**src/rtl/cache_pkg.sv**
```systemverilog
// Shared definitions for the N-way cache set: request mode encoding,
// per-line metadata record and a log2 helper for derived widths.
package cache_pkg;

  // Mode is {comp, write}
  localparam logic [1:0] ACC_RD = 2'b00;
  localparam logic [1:0] ACC_WR = 2'b01;
  localparam logic [1:0] CMP_RD = 2'b10;
  localparam logic [1:0] CMP_WR = 2'b11;

  // Tags narrower than this are stored zero-extended.
  localparam int LINE_TAG_W = 16;

  typedef struct packed {
    logic                  valid;
    logic                  dirty;
    logic [LINE_TAG_W-1:0] tag;
  } line_t;

  function automatic int log2_ceil(input int n);
    int r;
    r = 0;
    while ((1 << r) < n) r++;
    return r;
  endfunction

endpackage

```
**src/rtl/cache_lru_age.sv**
```systemverilog
// Per-set LRU ages (a permutation of 0..WAYS-1) with touch update and
// victim selection: lowest invalid way, otherwise the oldest way.
//
// age value | meaning
// 0         | most recently used
// WAYS-1    | least recently used, victim when all ways are valid
module cache_lru_age
  import cache_pkg::*;
#(
  parameter int WAYS = 2,
  localparam int WAY_W = log2_ceil(WAYS)
) (
  input  logic             clk,
  input  logic             rst,
  input  logic             touch,
  input  logic [WAY_W-1:0] touch_way,
  input  logic [WAYS-1:0]  valid_vec,
  output logic [WAY_W-1:0] victim
);

  logic [WAYS-1:0][WAY_W-1:0] age_q, age_d;

  always_comb begin
    age_d = age_q;
    if (touch) begin
      for (int i = 0; i < WAYS; i++) begin
        if (age_q[i] < age_q[touch_way]) age_d[i] = age_q[i] + 1'b1;
      end
      age_d[touch_way] = '0;
    end
  end

  // Descending scans so the lowest matching index is the one kept.
  always_comb begin
    victim = '0;
    for (int i = WAYS - 1; i >= 0; i--) begin
      if (age_q[i] == WAY_W'(WAYS - 1)) victim = WAY_W'(i);
    end
    for (int i = WAYS - 1; i >= 0; i--) begin
      if (!valid_vec[i]) victim = WAY_W'(i);
    end
  end

  always_ff @(posedge clk) begin
    if (rst) begin
      for (int i = 0; i < WAYS; i++) age_q[i] <= WAY_W'(i);
    end else begin
      age_q <= age_d;
    end
  end

endmodule

```
**src/rtl/cache_set_nway.sv**
```systemverilog
// One set of an N-way set-associative cache: associative or direct access,
// registered one-cycle results, LRU victim reporting on compare misses.
module cache_set_nway
  import cache_pkg::*;
#(
  parameter int WAYS   = 2,
  parameter int TAG_W  = 5,
  parameter int WORDS  = 4,
  parameter int DATA_W = 16,
  localparam int WORD_W = log2_ceil(WORDS),
  localparam int WAY_W  = log2_ceil(WAYS)
) (
  input  logic              clk,
  input  logic              rst,
  input  logic              enable,
  input  logic              comp,
  input  logic              write,
  input  logic [WAY_W-1:0]  way_sel,
  input  logic [WORD_W-1:0] word,
  input  logic [TAG_W-1:0]  tag_in,
  input  logic [DATA_W-1:0] data_in,
  input  logic              valid_in,
  output logic              ack,
  output logic              hit,
  output logic [WAY_W-1:0]  hit_way,
  output logic              dirty,
  output logic              valid,
  output logic [TAG_W-1:0]  tag_out,
  output logic [DATA_W-1:0] data_out
);

  line_t             lines_q [WAYS];
  line_t             lines_d [WAYS];
  logic [DATA_W-1:0] mem_q   [WAYS][WORDS];
  logic [DATA_W-1:0] mem_d   [WAYS][WORDS];

  logic              ack_q, ack_d, hit_q, hit_d, dirty_q, dirty_d, valid_q, valid_d;
  logic [WAY_W-1:0]  hit_way_q, hit_way_d;
  logic [TAG_W-1:0]  tag_out_q, tag_out_d;
  logic [DATA_W-1:0] data_out_q, data_out_d;

  logic [WAYS-1:0]   valid_vec;
  logic              hit_any;
  logic [WAY_W-1:0]  hit_idx, victim, rep_way;
  logic [1:0]        mode;
  logic              touch;
  line_t             rep_line;

  always_comb begin
    hit_any = 1'b0;
    hit_idx = '0;
    for (int i = 0; i < WAYS; i++) valid_vec[i] = lines_q[i].valid;
    for (int i = WAYS - 1; i >= 0; i--) begin
      if (lines_q[i].valid && lines_q[i].tag == LINE_TAG_W'(tag_in)) begin
        hit_any = 1'b1;
        hit_idx = WAY_W'(i);
      end
    end
  end

  assign mode     = {comp, write};
  assign rep_way  = comp ? (hit_any ? hit_idx : victim) : way_sel;
  assign rep_line = lines_q[rep_way];

  cache_lru_age #(.WAYS(WAYS)) u_lru (
    .clk       (clk),
    .rst       (rst),
    .touch     (touch),
    .touch_way (rep_way),
    .valid_vec (valid_vec),
    .victim    (victim)
  );

  always_comb begin
    lines_d    = lines_q;
    mem_d      = mem_q;
    touch      = 1'b0;
    ack_d      = 1'b0;
    hit_d      = hit_q;
    hit_way_d  = hit_way_q;
    dirty_d    = dirty_q;
    valid_d    = valid_q;
    tag_out_d  = tag_out_q;
    data_out_d = data_out_q;
    if (enable) begin
      ack_d      = 1'b1;
      hit_d      = comp & hit_any;
      hit_way_d  = rep_way;
      dirty_d    = rep_line.dirty;
      valid_d    = rep_line.valid;
      tag_out_d  = rep_line.tag[TAG_W-1:0];
      data_out_d = mem_q[rep_way][word];
      case (mode)
        CMP_RD: touch = hit_any;
        CMP_WR: begin
          if (hit_any) begin
            touch                   = 1'b1;
            mem_d[rep_way][word]    = data_in;
            lines_d[rep_way].dirty  = 1'b1;
            dirty_d                 = 1'b1;
          end
        end
        ACC_WR: begin
          touch                  = 1'b1;
          mem_d[rep_way][word]   = data_in;
          lines_d[rep_way].valid = valid_in;
          lines_d[rep_way].dirty = 1'b0;
          lines_d[rep_way].tag   = LINE_TAG_W'(tag_in);
        end
        default: ;
      endcase
    end
  end

  // Tags keep their contents through reset; only valid/dirty are cleared.
  always_ff @(posedge clk) begin
    if (rst) begin
      ack_q      <= 1'b0;
      hit_q      <= 1'b0;
      hit_way_q  <= '0;
      dirty_q    <= 1'b0;
      valid_q    <= 1'b0;
      tag_out_q  <= '0;
      data_out_q <= '0;
      for (int i = 0; i < WAYS; i++) begin
        lines_q[i].valid <= 1'b0;
        lines_q[i].dirty <= 1'b0;
      end
    end else begin
      ack_q      <= ack_d;
      hit_q      <= hit_d;
      hit_way_q  <= hit_way_d;
      dirty_q    <= dirty_d;
      valid_q    <= valid_d;
      tag_out_q  <= tag_out_d;
      data_out_q <= data_out_d;
      lines_q    <= lines_d;
    end
  end

  always_ff @(posedge clk) begin
    if (!rst) mem_q <= mem_d;
  end

  assign ack      = ack_q;
  assign hit      = hit_q;
  assign hit_way  = hit_way_q;
  assign dirty    = dirty_q;
  assign valid    = valid_q;
  assign tag_out  = tag_out_q;
  assign data_out = data_out_q;

endmodule

```
**config.mk**
```make
export PLATFORM = sky130hd
export DESIGN_NAME = cache_set_nway
export DESIGN_NICKNAME = d
export VERILOG_FILES = /design/src/rtl/cache_pkg.sv /design/src/rtl/cache_lru_age.sv /design/src/rtl/cache_set_nway.sv
export SDC_FILE = /design/constraint.sdc
export NUM_CORES = 1
export LEC_CHECK = 0
export CAP_MARGIN = 15
export CORE_MARGIN = 5
export CORE_UTILIZATION = 35
export CTS_CLUSTER_DIAMETER = 80
export DETAILED_ROUTE_END_ITERATION = 10
export SYNTH_ARGS = -nofsm -noshare
export SYNTH_HDL_FRONTEND = slang
export SYNTH_SLANG_ARGS = --single-unit
export TNS_END_PERCENT = 1
```
**constraint.sdc**
```tcl
create_clock -name clk -period 4.5 [get_ports clk]
set_clock_uncertainty 0.05 [all_clocks]
set_input_delay 1.125 -clock clk [delete_from_list [all_inputs] [get_ports clk]]
set_output_delay 1.125 -clock clk [all_outputs]
set_load 0.02 [all_outputs]
```
Word-level counts from Yosys, hierarchy flattened

Index checks and enable logic that the tools add are counted.

Bits in registers: 192
Input bits: 30
Output and inout bits: 26
Word-level logic and storage cells: 104

Add/subtract/negate cells: 2
Magnitude comparators: 8
Eq/ne operators: 6
Mux-type cells: 51
Bitwise operators: 6
Reduce and logical (&&, ||, !) cells: 8

Operators with widths:

| operator             | number |
|---|---|
| $mux W64             | 4 |
| $pmux W128 S2        | 1 |
| $bwmux W36           | 4 |
| $bwmux W128          | 1 |
| $mux W128            | 1 |
| $mux W18             | 4 |
| $pmux W36 S2         | 1 |
| $demux W64 S1        | 1 |
| $mux W16             | 4 |
| $demux W18 S1        | 3 |
| $mux W36             | 1 |
| $bmux W16 S2         | 1 |
| $demux W16 S2        | 1 |
| $eq A16 B5 Y1        | 2 |
| $mux W1              | 21 |
| $mux W17             | 1 |
| $logic_and A1 B1 Y1  | 5 |
| $eq A2 B2 Y1 const B | 2 |
| $reduce_and A4 Y1    | 1 |
| $ge A3 B3 Y1 const B | 1 |
| $lt A3 B1 Y1 const B | 1 |
| $not A2 Y3           | 1 |
| $pmux W1 S3          | 1 |
| $reduce_and A3 Y1    | 1 |
| 15 further kinds     | 17 |

Logic depth before layout (Yosys ltp)

Gate-level depths: netlist of run 1.

Depth after elaboration: 15
Depth in mapped cells: 6
Depth with buffers taken out: 5

Cells and area by module

Synthesis of run 1 repeated with hierarchy kept, for this count alone.

Cell total of the unflattened synthesis: 407
Area, all modules: 6859.1 um^2

Modules (own cells, without submodules):

| module         | times used | cells an instance | area an instance (um^2) | seq. area each (um^2) |
|---|---|---|---|---|
| cache_set_nway | 1          | 397               | 6766.5                  | 4744.6 |
| cache_lru_age  | 1          | 10                | 92.6                    | 40.0 |

Worst setup path before layout of run 1

No wires, ideal clock.

Path kind: input to register
Start point: input port tag_in[0]
End point: register mem_q[112] (netlist bit) (enable)
Library setup time: 409 ps
Data arrival time: 3139 ps
Required time: 4041 ps
Slack: 902 ps
Stages: 5
Buffers on the path: 0
Path through: xnor2_1 -> nand4_2 -> o21ai_4 -> o21ai_0 -> nor3_1

Longest elaborated chain between the ends: 6
Elaborated cells between the ends (all ways): 8
Classes of those cells: 3 x eq/ne; 2 x mux; 3 x reduce/logical

RTL lines:

| item                                 | line                  | text |
|---|---|---|
| start, declared                      | cache_set_nway.sv:20  | `input logic [TAG_W-1:0] tag_in,` |
| $eq A16 B5 Y1                        | cache_set_nway.sv:54  | `if (lines_q[i].valid && lines_q[i].tag == LINE_TAG_W'(tag_in)) begin` |
| $logic_and A1 B1 Y1                  | cache_set_nway.sv:54  |  |
| $mux W1                              | cache_set_nway.sv:54  |  |
| $mux W1 *                            | cache_set_nway.sv:54  |  |
| $ne A2 B2 Y1 (no source line) *      | n/a                   |  |
| $reduce_and A4 Y1 (no source line) * | n/a                   |  |
| end signal, assigned                 | cache_set_nway.sv:142 | `if (!rst) mem_q <= mem_d;` |
| end, declared                        | cache_set_nway.sv:34  | `logic [DATA_W-1:0] mem_q [WAYS][WORDS];` |

Mark *: on every way between the ends. The rest lies on a longest branch, timed or not.
A chain may end at the register's enable or synchronous reset.

Final worst setup path of run 1

Start point: input port tag_in[2]
End point: register mem_q[113] (netlist bit) (enable)

Same word-level chain as after synthesis.

==> results.py, run 1 <==
metrics = {
    "status": {
        "outcome": "finished clean",
    },
    "clock_tree": {
        "tritoncts.num_buffers": 17,
        "cts.sink_count": 170,
        "postCtsSetupBuffers": 0,
        "clk_latency_ns": 0.42,
        "cts_htree_levels": 4,
        "root_driver": "sky130_fd_sc_hd__clkbuf_16",
        "tritoncts": "yes",
        "cts-hold-fix-buffers": 0,
        "cts_max_path_buffers": 2,
        "clkSlewWorstSetupHoldPaths_ns": 0.07,
        "cts-resized-gates": 0,
    },
    "detailed_routing": {
        "route.antenna.remaining_nets": 0,
        "detailedRoute.firstPassIterationCount": 4,
        "drt-wirelength-per-cell_um": 21.2,
        "finalWirelength_mm": 16.2,
        "drc_errors": 0,
        "initialDrtViolationCount": 279,
        "routed-via-count": 4063,
        "number_of_vias_per_cell": 5.33,
    },
    "sta": {
        "period_share": 0.770,
        "final.setup.tns_ns": 0,
        "final_period_minus_worst_setup_slack_ns": 3.46,
        "max_slew_margin": 0.408,
        "hold_viol": 0,
        "maxSlewViolCount": 0,
        "worst_slew_pin_slew_ns": 0.882,
        "max_freq_mhz": 289,
        "setup_viol": 0,
        "rsz0062_at_grt": "false",
    },
    "die": {
        "floorplan.die.width_um": 152,
        "io_pins": 56,
        "fp.coreArea_um2": 20100,
        "row_count": 52,
        "fp.dieArea_um2": 23200,
        "fp.dieH_um": 152,
        "initial_utilization": 0.353,
    },
    "place": {
        "routabilityCongestion": 0.791,
        "port-buffer-count": 55,
        "detailedPlacementHpwl_mm": 9.79,
    },
    "global_route": {
        "grt_first_pass_wirelength_mm": 25.1,
        "track_usage": 0.141,
        "grt_max_degree": 56,
        "grt_remaining_overflow": 0,
        "initial_antenna_violation_count": 0,
        "grt_pass1_vias": 4237,
    },
    "synth": {
        "synth_enable_flop_cells": 138,
        "synthesis.nets": 445,
        "syn-cell-area_um2": 7090,
        "syn_area_per_cell_um2": 17.1,
        "syn_inst": 415,
        "ys_async_sr_fraction": 0,
        "synth_cell_types": 44,
        "synth_seq_cells": 170,
        "yosys_warnings": 0,
        "ys_seq_area_frac": 0.675,
        "postSynth.topFlopCell": "sky130_fd_sc_hd__edfxtp_1",
    },
    "worst_setup_path": {
        "worst-path-max-fanout": 9,
        "critPathKind": "in2reg",
        "worst_setup_path_startpoint": "tag_in[2]",
        "cp_startpoint_kind": "input pin",
        "crit-reg2reg-launch": "lines_q[18]",
        "timing.critical_path.to_type": "flip-flop",
        "crit_arrival_ns": 3.54,
        "critPathRequiredTime_ns": 4.58,
    },
    "pwr": {
        "vdd.ir_drop.worst_v": 0.000259,
        "powerDensity_nw_per_um2": 404,
        "standby_leakage_power_uw": 0.00274,
    },
    "finish": {
        "antenna-diode-count": 0,
        "design.final.nets": 510,
        "drive_gt1_frac": 0.178,
        "postLayoutCoreUtil": 0.418,
        "area_growth_pct": 18.5,
    },
    "hold_path": {
        "min_path_type": "reg2reg",
        "worst_hold_startpoint": "lines_q[16]",
    },
    "flow_run": {
        "maxCapViolations": 0,
    },
}
layout by cell type (no fill, tap or decap), types with 5 or more instances in the layout:
cell                              count
sky130_fd_sc_hd__inv_1                5
sky130_fd_sc_hd__nand2_1              9
sky130_fd_sc_hd__xnor2_1             10
sky130_fd_sc_hd__mux4_1              19
sky130_fd_sc_hd__clkdlybuf4s50_1     53
sky130_fd_sc_hd__buf_4               23
sky130_fd_sc_hd__o211ai_2            10
sky130_fd_sc_hd__clkbuf_16           17
sky130_fd_sc_hd__edfxtp_1           138
sky130_fd_sc_hd__dfxtp_1             32
sky130_fd_sc_hd__o211ai_1            16
sky130_fd_sc_hd__a311oi_1            23
sky130_fd_sc_hd__nand3_1             27
sky130_fd_sc_hd__inv_6                7
sky130_fd_sc_hd__nor2_1              33
sky130_fd_sc_hd__mux4_2              13
metrics by stage:
step                      hold WS, ns  worst slack (ns)  std cells  power, µW  instance area [µm²]
final                           0.415              1.04        763       3390                 8400
after global placement          0.401             0.667        731       2020                 7840
after global routing            0.434             0.829        763       3510                 8400
after detailed placement        0.400             0.574        731       2030                 7840
after floorplan                 0.382             0.902        415       1930                 7090
after CTS                       0.410             0.995        763       3420                 8400
worst max-delay path, cell delays in order:
cell	delay (ns)
sky130_fd_sc_hd__clkdlybuf4s50_1	0.50
sky130_fd_sc_hd__xnor2_1	0.26
sky130_fd_sc_hd__nand4_2	0.23
sky130_fd_sc_hd__o22ai_1	0.29
sky130_fd_sc_hd__o211ai_1	0.21
sky130_fd_sc_hd__nor3_2	0.61
sky130_fd_sc_hd__buf_4	0.31
registers in the layout (all words and copies together) (netlist names):
| signal | count |
|---|---|
| ack | 1 |
| data_out | 16 |
| dirty | 1 |
| hit | 1 |
| hit_way | 1 |
| lines_q | 14 |
| mem_q | 128 |
| tag_out | 5 |
| u_lru.age_q | 2 |
| valid | 1 |
cell type report:
class	instances	area [µm²]
Clock buffer	17	425
Multi-Input combinational cell	208	1990
Clock inverter	15	135
Tap cell	270	338
Sequential cell	170	4780
Timing Repair Buffer	78	713
Fill cell	1778	11700
Inverter	5	18.8
cell families (layout without fill, tap and decap cells):
family	Yosys count	in the layout	share of synthesized area
mux	33	33	0.113
simple gates	93	93	0.0633
xor+xnor	10	10	0.0123
compound gates	72	72	0.0887
buf+inv	37	115	0.0478
flops	170	170	0.675
per-layer routing:
layer  global-route usage  share of wire  vias up  wire length (µm)
met2                0.227           0.48      142              7800
met4               0.0377          0.011        0               186
met1                0.190           0.44     2082              7070
met3               0.0369          0.072       14              1160
li1                     -              -     1825                 -
met5                    0              0        -                 0
report_power, final:
group	total [µW]	switching, µW	leakage (µW)	internal (µW)
registers	1740	14.6	0.00151	1720
clock network	1400	628	0.000274	772
logic	255	145	0.000953	110
total	3390	788	0.00274	2600
worst paths after layout:
kind,to,slack [ns],cells past startpoint
min reg2reg,lines_q[16],0.42,2
max reg2reg,mem_q[113],1.86,6
min,lines_q[16],0.42,2
max,mem_q[113],1.04,7
Yosys cell counts (2+ instances only):
master,instances,area share
sky130_fd_sc_hd__dfxtp_1,32,0.090
sky130_fd_sc_hd__nand4_2,2,0.0035
sky130_fd_sc_hd__mux4_2,13,0.041
sky130_fd_sc_hd__buf_2,3,0.0021
sky130_fd_sc_hd__edfxtp_1,138,0.58
sky130_fd_sc_hd__a311oi_1,23,0.028
sky130_fd_sc_hd__mux4_1,19,0.070
sky130_fd_sc_hd__and2_1,4,0.0035
sky130_fd_sc_hd__nor3_1,7,0.0049
sky130_fd_sc_hd__a21oi_1,4,0.0028
sky130_fd_sc_hd__nor2_1,33,0.017
sky130_fd_sc_hd__and3_1,4,0.0035
sky130_fd_sc_hd__xnor2_1,10,0.012
sky130_fd_sc_hd__nand2_1,9,0.0048
sky130_fd_sc_hd__inv_1,5,0.0026
sky130_fd_sc_hd__o2111ai_1,3,0.0037
sky130_fd_sc_hd__clkbuf_1,7,0.0037
sky130_fd_sc_hd__o21ai_0,4,0.0028
sky130_fd_sc_hd__nand3_1,27,0.019
sky130_fd_sc_hd__o211ai_2,10,0.018
sky130_fd_sc_hd__o211ai_1,16,0.017
sky130_fd_sc_hd__nor2b_1,3,0.0026
sky130_fd_sc_hd__clkbuf_8,13,0.025
sky130_fd_sc_hd__buf_6,6,0.0095
(Power assumes the default switching activity.)
==> run 2, diff against run 1 <==
==> constraint.sdc (replaced) <==
create_clock -name clk -period 2.85 [get_ports clk]
set_clock_uncertainty 0.05 [all_clocks]
set_input_delay 0.7125 -clock clk [delete_from_list [all_inputs] [get_ports clk]]
set_output_delay 0.7125 -clock clk [all_outputs]
set_load 0.02 [all_outputs]
==> run 2 against run 1 <==
Net effect:
- total power increased by 67%
- sequential power increased by 57%
- hold slack got worse by 0.0043 ns
- largest cell class unchanged
- largest power group unchanged
- global-route usage decreased by 0.14 points
==> results.py, run 2 (synthesis results as in run 1) <==
metrics = {
    "worst_setup_path": {
        "worst_path_dominant_cell_family": "buffers and inverters",
        "reg2reg_setup_slack_ns": 0.58,
        "timing.critical_path.to_type": "flip-flop",
        "worst_path_max_delay_cell": "sky130_fd_sc_hd__clkdlybuf4s50_1",
        "critPathRequiredTime_ns": 2.94,
        "critical_path.cell_chain": "clkdlybuf4s50_1 -> xnor2_1 -> nand4_2 -> o22ai_2 -> o211ai_1 -> nor2_1 -> buf_12",
        "max_stage_delay_ns": 0.49,
        "crit_arrival_ns": 2.76,
        "worst-path-max-fanout": 16,
        "critPathKind": "in2reg",
        "cp_startpoint_kind": "input pin",
        "timing.critical_path.buf_inv": 2,
    },
    "detailed_routing": {
        "drc_errors": 0,
        "drt-wirelength-per-cell_um": 20.3,
        "detailedRoute.firstPassIterationCount": 8,
        "finalWirelength_mm": 15.9,
        "route.antenna.remaining_nets": 0,
        "initialDrtViolationCount": 258,
        "routed-via-count": 4140,
        "number_of_vias_per_cell": 5.26,
    },
    "finish": {
        "instances_no_fill": 787,
        "postLayoutCoreUtil": 0.435,
        "largest_register": "mem_q",
        "area_growth_pct": 23.4,
        "design.final.nets": 534,
        "drive_gt1_frac": 0.224,
        "final_cell_mix": "sky130_fd_sc_hd__edfxtp_1 (138), sky130_fd_sc_hd__clkdlybuf4s50_1 (53), sky130_fd_sc_hd__buf_4 (41), sky130_fd_sc_hd__nor2_1 (32), sky130_fd_sc_hd__dfxtp_1 (32)",
        "antenna-diode-count": 0,
        "layout_commonest_cell": "sky130_fd_sc_hd__edfxtp_1",
        "flip_flop_count_of_the_largest_register_after_layout": 128,
    },
    "die": {
        "fp.coreArea_um2": 20100,
        "io_pins": 56,
        "floorplan.die.width_um": 152,
        "initial_utilization": 0.353,
        "fp.dieArea_um2": 23200,
        "fp.dieH_um": 152,
        "row_count": 52,
    },
    "pwr": {
        "combPwrFrac": 0.078,
        "power.share.switching": 0.221,
        "standby_leakage_power_uw": 0.00290,
        "clockPowerShare": 0.437,
        "powerDensity_nw_per_um2": 646,
        "seqPwrFrac": 0.485,
        "switching_power_uw": 1250,
        "power.internal_uw": 4400,
        "vdd.ir_drop.worst_v": 0.000415,
    },
    "clock_tree": {
        "tritoncts": "yes",
        "cts.sink_count": 170,
        "cts_max_path_buffers": 2,
        "postCtsSetupBuffers": 0,
        "cts_htree_levels": 4,
        "clk_latency_ns": 0.43,
        "root_driver": "sky130_fd_sc_hd__clkbuf_16",
        "tritoncts.num_buffers": 17,
        "clkSlewWorstSetupHoldPaths_ns": 0.07,
    },
    "sta": {
        "hold_viol": 0,
        "worst_slack_ns": 0.179,
        "max_freq_mhz": 374,
        "worst_slew_pin_slew_ns": 0.733,
        "maxSlewViolCount": 0,
        "max_slew_margin": 0.507,
        "final_period_minus_worst_setup_slack_ns": 2.67,
        "hold_ws_ns": 0.411,
        "rsz0062_at_grt": "false",
        "period_share": 0.937,
        "setup_viol": 0,
    },
    "global_route": {
        "grt_pass1_vias": 4253,
        "grt_first_pass_wirelength_mm": 24.8,
        "grt_max_degree": 36,
        "initial_antenna_violation_count": 0,
        "track_usage": 0.139,
        "grt_remaining_overflow": 0,
    },
    "place": {
        "routabilityCongestion": 0.841,
        "port-buffer-count": 55,
        "pre_cts_slack_ns": -0.329,
        "dp_cells": 755,
        "detailedPlacementHpwl_mm": 11.0,
    },
    "flow_run": {
        "maxCapViolations": 0,
    },
    "hold_path": {
        "min_path_type": "reg2reg",
    },
    "status": {
        "outcome": "finished clean",
    },
}
-- run 2: cell types whose count changed in the layout (fill, tap and decap cells not counted), sizes merged --
cell,change
inv,-5
buf,+24
bufinv,+3
clkinvlp,+2
clkinv,-1
clkbuf,+1
-- run 2: final timing paths --
kind                                  start     endpoint  cells after the start
worst max-delay path              tag_in[0]    mem_q[11]                      7
worst min-delay path            lines_q[16]  lines_q[16]                      2
worst max register to register   lines_q[0]    mem_q[11]                      6
worst min register to register  lines_q[16]  lines_q[16]                      2
-- run 2: worst register-to-register path, delay by kind of cell, from the launching register on --
family / cells / cell delay, ns
flip-flops: 1 / 0.42
AND/OR/NAND/NOR: 2 / 0.53
AO/OA/AOI/OAI: 2 / 0.57
buffers and inverters: 1 / 0.19
XOR/XNOR: 1 / 0.21
-- run 2: final cells by class --
cell class / count / area, µm²
Inverter: 5 / 18.8
Sequential cell: 170 / 4780
Multi-Input combinational cell: 208 / 2000
Clock buffer: 18 / 429
Fill cell: 1712 / 11400
Tap cell: 270 / 338
Timing Repair Buffer: 102 / 968
Clock inverter: 14 / 214
-- run 2: timing repair --
item,CTS,global route
resized for setup,0,2
hold buffers,0,0
setup endpoints to repair,0,23
-- run 2: power by group through the flow --
stage	logic [µW]	registers, µW	clock network (µW)
2_1_floorplan	218	2820	0
3_3_place_gp	434	2800	0
3_5_place_dp	441	2800	0
4_1_cts	442	2740	2520
5_1_grt	472	2740	2620
6_report	439	2740	2470
-- run 2: per-stage QoR --
| step | total power [µW] | TNS, ns | area (µm²) |
|---|---|---|---|
| 6_report | 5650 | 0 | 8750 |
| 2_1_floorplan | 3040 | -20.55 | 7090 |
| 4_1_cts | 5700 | 0 | 8740 |
| 5_1_grt | 5830 | 0 | 8750 |
| 3_5_place_dp | 3240 | -34.36 | 8100 |
| 3_3_place_gp | 3230 | -20.99 | 8100 |
-- run 2: layer usage --
metal,track usage,vias up,share of wire
met4,0.0385,0,0.010
li1,-,1880,-
met2,0.214,158,0.47
met1,0.194,2090,0.45
met5,0,-,0
met3,0.0412,12,0.065
==> run 3, diff against run 2 <==
--- a/config.mk
+++ b/config.mk
@@ -10,6 +10,9 @@
 export CORE_UTILIZATION = 35
 export CTS_CLUSTER_DIAMETER = 80
 export DETAILED_ROUTE_END_ITERATION = 10
+export MAX_ROUTING_LAYER = met4
+export RECOVER_POWER = 25
+export SLEW_MARGIN = 20
 export SYNTH_ARGS = -nofsm -noshare
 export SYNTH_HDL_FRONTEND = slang
 export SYNTH_SLANG_ARGS = --single-unit
==> run 3 against run 2 <==
Net effect:
- hold slack better by 0.0023 ns
- worst setup slack improved by 0.013 ns
- clock power barely moved
- global-route usage up 0.46 points
- utilization is the same
- clock-buffer cell count did not move
- maximum frequency rose by 0.48%
- sequential power barely moved
- non-clock buffer count stayed put
- routed wire length up 0.32%
==> results.py, run 3 (synthesis results as in run 1) <==
metrics = {
    "status": {
        "outcome": "finished clean",
    },
    "global_route": {
        "grt_first_pass_wirelength_mm": 24.8,
        "grt_remaining_overflow": 0,
        "grt_max_degree": 36,
        "initial_antenna_violation_count": 0,
        "track_usage": 0.144,
        "grt_pass1_vias": 4236,
    },
    "detailed_routing": {
        "route.antenna.remaining_nets": 0,
        "number_of_vias_per_cell": 5.23,
        "finalWirelength_mm": 16.0,
        "initialDrtViolationCount": 260,
        "detailedRoute.firstPassIterationCount": 5,
        "drt-wirelength-per-cell_um": 20.3,
        "drc_errors": 0,
        "routed-via-count": 4117,
    },
    "sta": {
        "rsz0062_at_grt": "false",
        "final.setup.tns_ns": 0,
        "worst_slack_ns": 0.191,
        "max_slew_margin": 0.502,
        "maxSlewViolCount": 0,
        "max_freq_mhz": 376,
        "final_period_minus_worst_setup_slack_ns": 2.66,
        "setup_viol": 0,
        "period_share": 0.933,
        "hold_viol": 0,
        "worst_slew_pin_slew_ns": 0.741,
    },
    "worst_setup_path": {
        "critical_path.cell_chain": "clkdlybuf4s50_1 -> xnor2_1 -> nand4_2 -> o22ai_2 -> o211ai_1 -> nor3_2 -> buf_4",
        "worst-r2r-cell-count": 6,
        "critPathRequiredTime_ns": 2.92,
        "max_stage_delay_ns": 0.49,
        "reg2reg_setup_slack_ns": 0.59,
        "crit_arrival_ns": 2.73,
        "worst_path_max_delay_cell": "sky130_fd_sc_hd__clkdlybuf4s50_1",
        "timing.critical_path.buf_inv": 2,
        "cp_startpoint_kind": "input pin",
        "crit-reg2reg-launch": "lines_q[0]",
        "worst_setup_path_startpoint": "tag_in[0]",
        "r2r-end": "mem_q[121]",
        "critPathKind": "in2reg",
        "worst_path_dominant_cell_family": "buffers and inverters",
        "worst-path-max-fanout": 11,
        "timing.critical_path.to_type": "flip-flop",
    },
    "hold_path": {
        "worst_hold_startpoint": "lines_q[16]",
        "hold-path-endpoint": "lines_q[16]",
        "min_path_type": "reg2reg",
        "hold-path-cell-count": 2,
    },
    "finish": {
        "antenna-diode-count": 0,
        "post-route-cell-area_um2": 8750,
        "area.sequential_um2": 4780,
        "final.fill_count": 1712,
        "largest_register": "mem_q",
        "design.final.nets": 534,
        "flip_flop_count_of_the_largest_register_after_layout": 128,
        "multi_input_comb_area_um2": 2000,
        "area_growth_pct": 23.4,
        "final_cell_mix": "sky130_fd_sc_hd__edfxtp_1 (138), sky130_fd_sc_hd__clkdlybuf4s50_1 (41), sky130_fd_sc_hd__buf_4 (41), sky130_fd_sc_hd__nor2_1 (32), sky130_fd_sc_hd__dfxtp_1 (32)",
        "layout_commonest_cell": "sky130_fd_sc_hd__edfxtp_1",
        "drive_gt1_frac": 0.224,
    },
    "place": {
        "port-buffer-count": 55,
        "pre_cts_slack_ns": -0.329,
        "dpl-instance-area_um2": 8100,
        "routabilityCongestion": 0.854,
        "detailedPlacementHpwl_mm": 11.0,
    },
    "pwr": {
        "combPwrFrac": 0.077,
        "clockPowerShare": 0.438,
        "vdd.ir_drop.worst_v": 0.000412,
        "seqPwrFrac": 0.485,
        "power.share.switching": 0.221,
        "switching_power_uw": 1250,
        "power.internal_uw": 4400,
        "standby_leakage_power_uw": 0.00290,
        "powerDensity_nw_per_um2": 646,
    },
    "clock_tree": {
        "cts-hold-fix-buffers": 0,
        "postCtsSetupBuffers": 0,
        "cts.sink_count": 170,
        "cts_max_path_buffers": 2,
        "tritoncts.num_buffers": 17,
        "root_driver": "sky130_fd_sc_hd__clkbuf_16",
        "tritoncts": "yes",
        "cts_htree_levels": 4,
        "clkSlewWorstSetupHoldPaths_ns": 0.07,
        "cts-resized-gates": 0,
        "clk_latency_ns": 0.43,
    },
    "flow_run": {
        "maxCapViolations": 0,
    },
    "die": {
        "floorplan.die.width_um": 152,
        "row_count": 52,
        "io_pins": 56,
        "fp.coreArea_um2": 20100,
        "fp.dieArea_um2": 23200,
        "initial_utilization": 0.353,
        "fp.dieH_um": 152,
    },
}
==> run 3: cell types whose count changed in the layout (fill, tap and decap cells not counted), sizes merged <==
cell	previous run	this run
dlygate4sd3	0	12
clkdlybuf4s50	53	41
==> run 3: layout make-up <==
class	count	share of cell area
Inverter	5	0.00215
Tap cell	270	0.0386
Clock buffer	18	0.0490
Sequential cell	170	0.547
Multi-Input combinational cell	208	0.228
Timing Repair Buffer	102	0.111
Clock inverter	14	0.0245
==> run 3: metal layers <==
metal	vias to the layer above	share of wire	GRT usage
met5	-	0	-
met4	0	0.012	0.0398
met3	21	0.061	0.0403
met2	149	0.47	0.212
met1	2069	0.46	0.196
li1	1878	-	-
==> run 3: worst max path at each step <==
stage | end | cells past startpoint
6_report | mem_q[121] | 7
5_1_grt | mem_q[117] | 7
4_1_cts | mem_q[77] | 7
3_5_place_dp | mem_q[76] | 7
3_3_place_gp | mem_q[74] | 7
2_1_floorplan | mem_q[112] | 5
==> run 3: worst min-delay path, cell delays in order, from the launching register on <==
cell	delay (ns)
sky130_fd_sc_hd__dfxtp_1	0.32
sky130_fd_sc_hd__nand2_1	0.05
sky130_fd_sc_hd__a21oi_1	0.05
==> run 3: through the flow <==
| stage | instances | total power, µW | hold slack, ns | utilization |
|---|---|---|---|---|
| floorplan | 415 | 3040 | 0.382 | - |
| global placement | 755 | 3230 | 0.396 | 0.403 |
| detailed placement | 755 | 3240 | 0.402 | 0.403 |
| CTS | 787 | 5700 | 0.412 | 0.435 |
| global route | 787 | 5830 | 0.452 | 0.435 |
| finish | 787 | 5650 | 0.413 | 0.435 |
==> run 3: power groups by stage <==
stage / Sequential, µW / Clock [µW] / Combinational, µW
global route: 2740 / 2620 / 469
CTS: 2740 / 2520 / 442
finish: 2740 / 2470 / 436
global placement: 2800 / 0 / 434
floorplan: 2820 / 0 / 218
detailed placement: 2800 / 0 / 441
